==> config.mk <==
export PLATFORM = sky130hd
export DESIGN_NAME = rgb_wrd_sched
export DESIGN_NICKNAME = d
export VERILOG_FILES = /design/src/rtl/rgb_wrd_sched.sv
export SDC_FILE = /design/constraint.sdc
export NUM_CORES = 1
export LEC_CHECK = 0
export CAP_MARGIN = 0
export CORE_MARGIN = 2
export CORE_UTILIZATION = 45
export DETAILED_ROUTE_END_ITERATION = 8
export PLACE_DENSITY_LB_ADDON = 0.05
export SETUP_SLACK_MARGIN = 0.15
export SLEW_MARGIN = 20
export SYNTH_ARGS = -nofsm -noshare
export SYNTH_HDL_FRONTEND = slang
export SYNTH_SLANG_ARGS = --single-unit
==> constraint.sdc <==
create_clock -name clk -period 5.5 [get_ports clk]
set_clock_uncertainty 0.15 [all_clocks]
set_input_delay 1.1 -clock clk [delete_from_list [all_inputs] [get_ports clk]]
set_output_delay 1.1 -clock clk [all_outputs]
set_load 0.01 [all_outputs]
==> src/rtl/rgb_wrd_sched.sv <==
// rgb_wrd_sched: frame scheduler between rgb_sbit2wrd and the RGB->RGBW converter.
// Buffers 32-bit LED words (bit 31 = end-of-frame) in a FIFO and releases them
// downstream once a start threshold is reached or a whole frame is buffered.
// Optional feature macro: RGB_WRD_SCHED_STATS_EN enables per-frame LED counting
// (out_frame_len / out_frame_done); without it both outputs are tied to 0.
module rgb_wrd_sched #(
  parameter int ADDR_W       = 4,
  parameter int START_THRESH = 8
) (
  input  logic        clk,
  input  logic        rst,
  input  logic [31:0] in_word,
  input  logic        in_strobe,
  output logic        out_wr_fifo_full,
  input  logic        in_rd_ready,
  output logic [31:0] out_word,
  output logic        out_valid,
  output logic        out_frame_done,
  output logic [15:0] out_frame_len,
  output logic        out_overflow,
  input  logic        in_clr_overflow
);

  localparam int DEPTH = 2 ** ADDR_W;
  localparam logic [ADDR_W:0] DEPTH_CNT = (ADDR_W + 1)'(DEPTH);
  localparam logic [ADDR_W:0] THRESH    = (ADDR_W + 1)'(START_THRESH);

  typedef enum logic [1:0] {IDLE, FILL, DRAIN} state_t;

  state_t          state;
  state_t          state_nxt;
  logic [31:0]     mem [DEPTH];
  logic [ADDR_W:0] wr_ptr;
  logic [ADDR_W:0] rd_ptr;
  logic [ADDR_W:0] count;
  logic [ADDR_W:0] count_nxt;
  logic [ADDR_W:0] eof_cnt;
  logic            full;
  logic            empty;
  logic            push;
  logic            pop;
  logic            push_eof;
  logic            pop_eof;
  logic [31:0]     head;

  assign count     = wr_ptr - rd_ptr;
  assign full      = (count == DEPTH_CNT);
  assign empty     = (count == '0);
  assign head      = mem[rd_ptr[ADDR_W-1:0]];
  assign push      = in_strobe && !full;
  assign pop       = out_valid && in_rd_ready;
  assign push_eof  = push && in_word[31];
  assign pop_eof   = pop && head[31];
  assign count_nxt = count + {{ADDR_W{1'b0}}, push} - {{ADDR_W{1'b0}}, pop};

  assign out_wr_fifo_full = full;
  assign out_valid        = (state == DRAIN) && !empty;
  assign out_word         = empty ? '0 : head;

  // Storage array; contents are don't-care until written, so no reset.
  always_ff @(posedge clk) begin
    if (push) mem[wr_ptr[ADDR_W-1:0]] <= in_word;
  end

  // Read/write pointers, one extra bit so full and empty are distinguishable.
  always_ff @(posedge clk or negedge rst) begin
    if (!rst) begin
      wr_ptr <= '0;
      rd_ptr <= '0;
    end else begin
      if (push) wr_ptr <= wr_ptr + 1'b1;
      if (pop)  rd_ptr <= rd_ptr + 1'b1;
    end
  end

  // Number of end-of-frame words currently held in the FIFO.
  always_ff @(posedge clk or negedge rst) begin
    if (!rst) begin
      eof_cnt <= '0;
    end else begin
      case ({push_eof, pop_eof})
        2'b10:   eof_cnt <= eof_cnt + 1'b1;
        2'b01:   eof_cnt <= eof_cnt - 1'b1;
        default: eof_cnt <= eof_cnt;
      endcase
    end
  end

  // Scheduler state register.
  always_ff @(posedge clk or negedge rst) begin
    if (!rst) state <= IDLE;
    else      state <= state_nxt;
  end

  // Next state: start draining at threshold or with a complete frame buffered;
  // after each frame, re-evaluate from FILL (or idle out if nothing remains).
  always_comb begin
    state_nxt = state;
    case (state)
      IDLE:    if (push) state_nxt = FILL;
      FILL:    if ((count >= THRESH) || (eof_cnt != '0)) state_nxt = DRAIN;
      DRAIN:   if (pop_eof) state_nxt = (count_nxt == '0) ? IDLE : FILL;
      default: state_nxt = IDLE;
    endcase
  end

  // Sticky overflow on a dropped write; a drop in the same cycle beats a clear.
  always_ff @(posedge clk or negedge rst) begin
    if (!rst)                   out_overflow <= 1'b0;
    else if (in_strobe && full) out_overflow <= 1'b1;
    else if (in_clr_overflow)   out_overflow <= 1'b0;
  end

`ifdef RGB_WRD_SCHED_STATS_EN
  logic [15:0] flen;

  // Per-frame LED counter; the EOF word closes the frame and is not counted.
  always_ff @(posedge clk or negedge rst) begin
    if (!rst) begin
      flen           <= '0;
      out_frame_len  <= '0;
      out_frame_done <= 1'b0;
    end else begin
      out_frame_done <= 1'b0;
      if (pop_eof) begin
        out_frame_len  <= flen;
        flen           <= '0;
        out_frame_done <= 1'b1;
      end else if (pop && (flen != 16'hFFFF)) begin
        flen <= flen + 16'd1;
      end
    end
  end
`else
  assign out_frame_len  = '0;
  assign out_frame_done = 1'b0;
`endif

endmodule
Yosys cells after proc, flatten, opt, wreduce, memory -nomap -nowiden
Memories as Yosys holds them, arrays and structs flattened.
Cells that the tools add are included.
{"block": "word_totals", "ff_bits": 18, "ramBits": 512, "word_cells": 49, "memories": 1}
{"name": "mem", "words": 16, "width": 32, "read_ports": 1, "rd_clocked_by_memory_dff": 0, "wr": 1, "line": "32", "text": "logic [31:0] mem [DEPTH];"}
{"block": "op_classes", "add_sub_neg": 7, "magnitude_cmp": 1, "eq_ne": 8, "muxes": 11, "reduce_logical": 16}
{"cell": "2-to-1 mux 32 bit", "n": 1}
{"cell": "adder 5 x 1 -> 5 bit (second input constant)", "n": 3}
{"cell": "zero test 5 bit", "n": 2}
{"cell": "case mux 5 bit (2 select lines)", "n": 1}
{"cell": "logical AND 1 bit", "n": 6}
{"cell": "2-to-1 mux 2 bit", "n": 3}
{"cell": "!= test 2 bit (second input constant)", "n": 3}
{"cell": "case mux 2 bit (3 select lines)", "n": 1}
{"cell": "adder 5 x 1 -> 5 bit", "n": 1}
{"cell": "== test 5 bit (second input constant)", "n": 1}
{"cell": ">= comparator 5 x 4 -> 1 bit (second input constant)", "n": 1}
{"cell": "2-to-1 mux 1 bit", "n": 5}
{"cell": "nonzero test 5 bit", "n": 1}
{"cell": "subtractor 5 x 1 -> 5 bit", "n": 1}
{"cell": "subtractor 5 x 1 -> 5 bit (second input constant)", "n": 1}
{"cell": "subtractor 5 bit", "n": 1}
{"cell": "== test 2 x 1 -> 1 bit (second input constant)", "n": 2}
{"cell": "== test 2 bit (second input constant)", "n": 2}
{"cell": "nonzero test 2 bit", "n": 2}
{"cell": "AND reduction 3 bit", "n": 1}
{"cell": "zero test 1 bit", "n": 2}
{"cell": "zero test 2 bit", "n": 1}
{"cell": "logical OR 1 bit", "n": 1}

Longest topological paths before layout
{"block": "logic_depth", "depth_word": 10, "depth_mapped": 21}

Worst setup path after synthesis
Ideal clock, no wire load.
{"block": "synth_timing", "path_type": "reg-to-reg", "start": "register rd_ptr[2]", "end": "memory mem[3][0], enable pin", "setup_time_ps": 461, "t_arrival_ps": 4792, "required_time_ps": 4889, "setup_slack_ps": 97, "path_stages_with_launch": 13, "path_buffers": 3, "path_cell_list": "dfrtp_1 > clkbuf_1 > inv_2 > buf_2 > ha_1 > a21o_1 > xnor2_1 > ha_1 > and3_1 > a31oi_1 > clkbuf_1 > nand2_1 > nor3_1"}
{"block": "synth_via", "elab_chain_len": 6}
{"item": "start: declaration", "line": "34", "text": "logic [ADDR_W:0] rd_ptr;"}
{"item": "start signal: assignment", "line": "72", "text": "if (pop) rd_ptr <= rd_ptr + 1'b1;"}
{"item": "subtractor 5 bit", "line": "46", "text": "assign count = wr_ptr - rd_ptr;"}
{"item": "== test 5 bit", "line": "47", "text": "assign full = (count == DEPTH_CNT);"}
{"item": "zero test 1 bit", "line": "50", "text": "assign push = in_strobe && !full;"}
{"item": "logical AND 1 bit", "line": "50"}
{"item": "2-to-1 mux 1 bit", "line": "62", "text": "if (push) mem[wr_ptr[ADDR_W-1:0]] <= in_word;"}
{"item": "2-to-1 mux 1 bit (implied by the code)", "line": "62"}
{"item": "end: declaration", "line": "32"}
No other way between the ends.

Final worst setup path
{"block": "layout_timing", "start": "register wr_ptr[0]", "end": "output out_word[20]"}
{"block": "layout_via", "elab_chain_len": 3}
{"item": "start: declaration", "line": "33", "text": "logic [ADDR_W:0] wr_ptr;"}
{"item": "start signal: assignment", "line": "71", "text": "if (push) wr_ptr <= wr_ptr + 1'b1;"}
{"item": "subtractor 5 bit", "line": "46"}
{"item": "zero test 5 bit", "line": "48", "text": "assign empty = (count == '0);"}
{"item": "2-to-1 mux 32 bit", "line": "58", "text": "assign out_word = empty ? '0 : head;"}
{"item": "end: declaration", "line": "16", "text": "output logic [31:0] out_word,"}
No other way between the ends.

==> flow_metrics.py <==
metrics = {
    "outcome": {
        "status": "finished, final reports clean",
    },
    "timing": {
        "hold_viol": 0,
        "slew_headroom": 0.352,
        "maxClockFrequency_mhz": 199,
        "rsz0062_at_grt": "no",
        "finalCritPeriodShare": 0.914,
        "drv_slew": 0,
        "period_needed_ns": 5.03,
        "setup_viol": 0,
        "tightest_slew_ns": 0.972,
        "tns_ns": 0,
    },
    "critical_path": {
        "reg2reg_setup_slack_ns": 1.02,
        "cp_max_fo": 15,
        "path_cells": "inv_1 > ha_1 > inv_1 > fa_1 > xnor2_1 > ha_1 > nand3_1 > a21oi_4 > buf_4 > buf_12 > nor2b_1 > clkdlybuf4s50_1",
        "r2r_start": "wr_ptr[0]$_DFFE_PN0P_",
        "r2r-end": "state[0]$_DFFE_PN0P_",
        "start_kind": "register",
        "worstPathArrival_ns": 3.78,
        "path_class": "reg2out",
        "slowest_delay_ns": 0.48,
        "slowest_stage": "clkdlybuf4s50_1",
        "required_ns": 4.25,
        "critical-path-top-delay-family": "buffers and inverters",
        "startpoint": "wr_ptr[0]$_DFFE_PN0P_",
        "endpoint_kind": "output pin",
        "worstRegToRegCells": 18,
        "crit_buf_inv": 5,
    },
    "cts": {
        "cts_tree": "done",
        "cts_max_path_buffers": 3,
        "clkLatencyLatePin_ns": 0.59,
        "cts_sinks": 530,
        "cts_resized": 0,
        "numCtsBuffers": 55,
        "clk_pin_slew_ns": 0.06,
        "postCtsHoldBufs": 0,
        "htreeDepth": 2,
        "cts_root_buf": "clkbuf_16",
    },
    "place": {
        "dp_hpwl_mm": 24.9,
        "gp_congestion": 0.731,
        "placed_cells": 1590,
        "place_area_um2": 22600,
        "io_buffers": 71,
    },
    "layout": {
        "mostFrequentLayoutCell": "edfxtp_1",
        "drive_gt1_frac": 0.275,
        "stdcell_area_um2": 24300,
        "area_delta_synth_final_pct": 15.3,
        "nNetsFinal": 1103,
        "stdcell_count": 1693,
        "layout_common_cells": "512 x edfxtp_1, 159 x mux4_2, 71 x clkdlybuf4s50_1, 57 x clkbuf_16, 36 x nor2b_1",
    },
    "die": {
        "dieArea_um2": 48500,
        "die_h_um": 220,
        "die_x_um": 220,
        "initial_core_util": 0.454,
        "core.rowCount": 79,
        "core_area_um2": 46400,
        "io_pins": 89,
    },
    "global_routing": {
        "grt_pass1_wl_mm": 68.2,
        "antenna_found_initial": 2,
        "track_usage": 0.199,
        "grt_start_max_net_pins": 128,
        "grt_pass1_vias": 9977,
        "gr-total-overflow": 0,
    },
    "power": {
        "pwr-share-seq": 0.379,
        "p_switching_uw": 4020,
        "pwr-share-clk": 0.266,
        "p_leak_uw": 0.00791,
        "p_comb_frac": 0.355,
        "swShare": 0.300,
        "peakVddDrop_mv": 0.461,
        "p_int_uw": 9360,
        "p_per_area_nw_per_um2": 551,
    },
    "min_path": {
        "hp-start": "eof_cnt[4]$_DFFE_PN0P_",
        "hold_path.class": "reg2reg",
        "hold_end": "eof_cnt[4]$_DFFE_PN0P_",
        "whs_path_depth": 1,
    },
    "route": {
        "vias_per_cell": 5.63,
        "vias": 9534,
        "firstDrtPassIters": 5,
        "routed_wl_mm": 46.6,
        "dr.first_iter.drc_count": 759,
        "avgRoutedWirePerCell_um": 27.5,
        "route.detailed.drc": 0,
        "ant_nets": 0,
    },
    "flow_run": {
        "maxCapViolCount": 0,
    },
    "logic_synthesis": {
        "ys_ff_latch": 530,
        "ys_seq_area_frac": 0.752,
        "synth_top_cell_by_area": "edfxtp_1",
        "ys_types": 43,
        "synth_top_area_share": 0.730,
        "synthTopCellsByArea": "edfxtp_1 73%, mux4_2 17%, dfrtp_1 2.1%",
        "syn_area_um2": 21100,
        "ys_warn_count": 0,
        "syn_area_per_cell_um2": 22.9,
        "synthCells": 921,
    },
}
[routing by layer]
| layer | track usage | up-vias | part of all wire |
|---|---|---|---|
| li1 | - | 4073 | - |
| met1 | 0.289 | 5178 | 0.45 |
| met2 | 0.311 | 225 | 0.48 |
| met3 | 0.0416 | 58 | 0.052 |
| met4 | 0.0477 | 0 | 0.017 |
| met5 | 0 | - | 0 |
[cells by family (layout without fill, tap and decap cells)]
group | count (synthesis) | count (layout) | share of synthesized area
buffers and inverters | 76 | 224 | 0.0212
multiplexers | 164 | 164 | 0.173
AO/OA/AOI/OAI | 24 | 24 | 0.00790
XOR/XNOR | 20 | 20 | 0.00832
adder cells (fa/ha/maj) | 24 | 24 | 0.0153
other | 1 | 18 | 0.000178
AND/OR/NAND/NOR | 82 | 82 | 0.0229
flip-flops | 530 | 530 | 0.752
[synth_stat cells]
cell / instances
a211o_1: 1
a21o_1: 6
a21oi_1: 7
a31oi_1: 1
a41oi_1: 2
and2_1: 1
and3_1: 17
and3b_1: 1
buf_1: 3
buf_2: 8
buf_4: 18
buf_6: 11
clkbuf_1: 20
conb_1: 1
dfrtp_1: 18
edfxtp_1: 512
fa_1: 3
ha_1: 21
inv_1: 15
inv_2: 1
mux2_1: 1
mux2_2: 1
mux2i_1: 3
mux4_2: 159
nand2_1: 6
nand2b_1: 2
nand3_1: 5
nand4_1: 1
nor2_1: 7
nor2b_1: 36
nor3_1: 2
nor3b_1: 1
o21ai_0: 2
o21ai_1: 1
o21bai_1: 1
o22ai_1: 1
o311ai_2: 1
o32ai_1: 1
or3b_1: 1
or4_1: 1
or4b_1: 1
xnor2_1: 12
xor2_1: 8
[final cells by class]
type,instances,area [um^2]
Fill cell,3636,22100
Sequential cell,530,15800
Multi-Input combinational cell,331,4890
Clock buffer,70,1480
Timing Repair Buffer,108,1030
Tap cell,607,759
Clock inverter,30,240
Inverter,16,60.1
Antenna cell,1,2.50
[registers in the layout (all words and copies together), names as in the netlist]
name and flops:
mem 512, eof_cnt 5, rd_ptr 5, wr_ptr 5, state 2, out_overflow 1
[what timing repair did]
item | CTS | global route
hold endpoints to repair | 0 | 0
setup endpoints to repair | 0 | 12
buffers inserted | 0 | 2
[how the worst max path moves through the flow]
| stage | end | cells past startpoint |
|---|---|---|
| after global routing | out_word[1] | 11 |
| after floorplan | state[0]$_DFFE_PN0P_ | 20 |
| after CTS | out_word[1] | 11 |
| after detailed placement | out_word[1] | 11 |
| after global placement | out_word[1] | 11 |
| final | out_word[20] | 12 |
[through the flow]
stage / setup WS, ns / hold WS [ns] / util / power (uW)
floorplan: 0.943 / 0.287 / - / 8310
global placement: 0.929 / 0.311 / 0.486 / 10000
detailed placement: 0.872 / 0.313 / 0.486 / 10000
CTS: 0.211 / 0.325 / 0.523 / 13600
global route: 0.226 / 0.346 / 0.524 / 14100
finish: 0.472 / 0.322 / 0.524 / 13400
[power by group through the flow]
stage / Clock [uW] / Sequential [uW] / Combinational, uW
2_1_floorplan: 0 / 5100 / 3210
3_3_place_gp: 0 / 5150 / 4850
3_5_place_dp: 0 / 5170 / 4840
4_1_cts: 3640 / 5080 / 4870
5_1_grt: 3810 / 5120 / 5170
6_report: 3560 / 5080 / 4750
(Power assumes the default switching activity.)
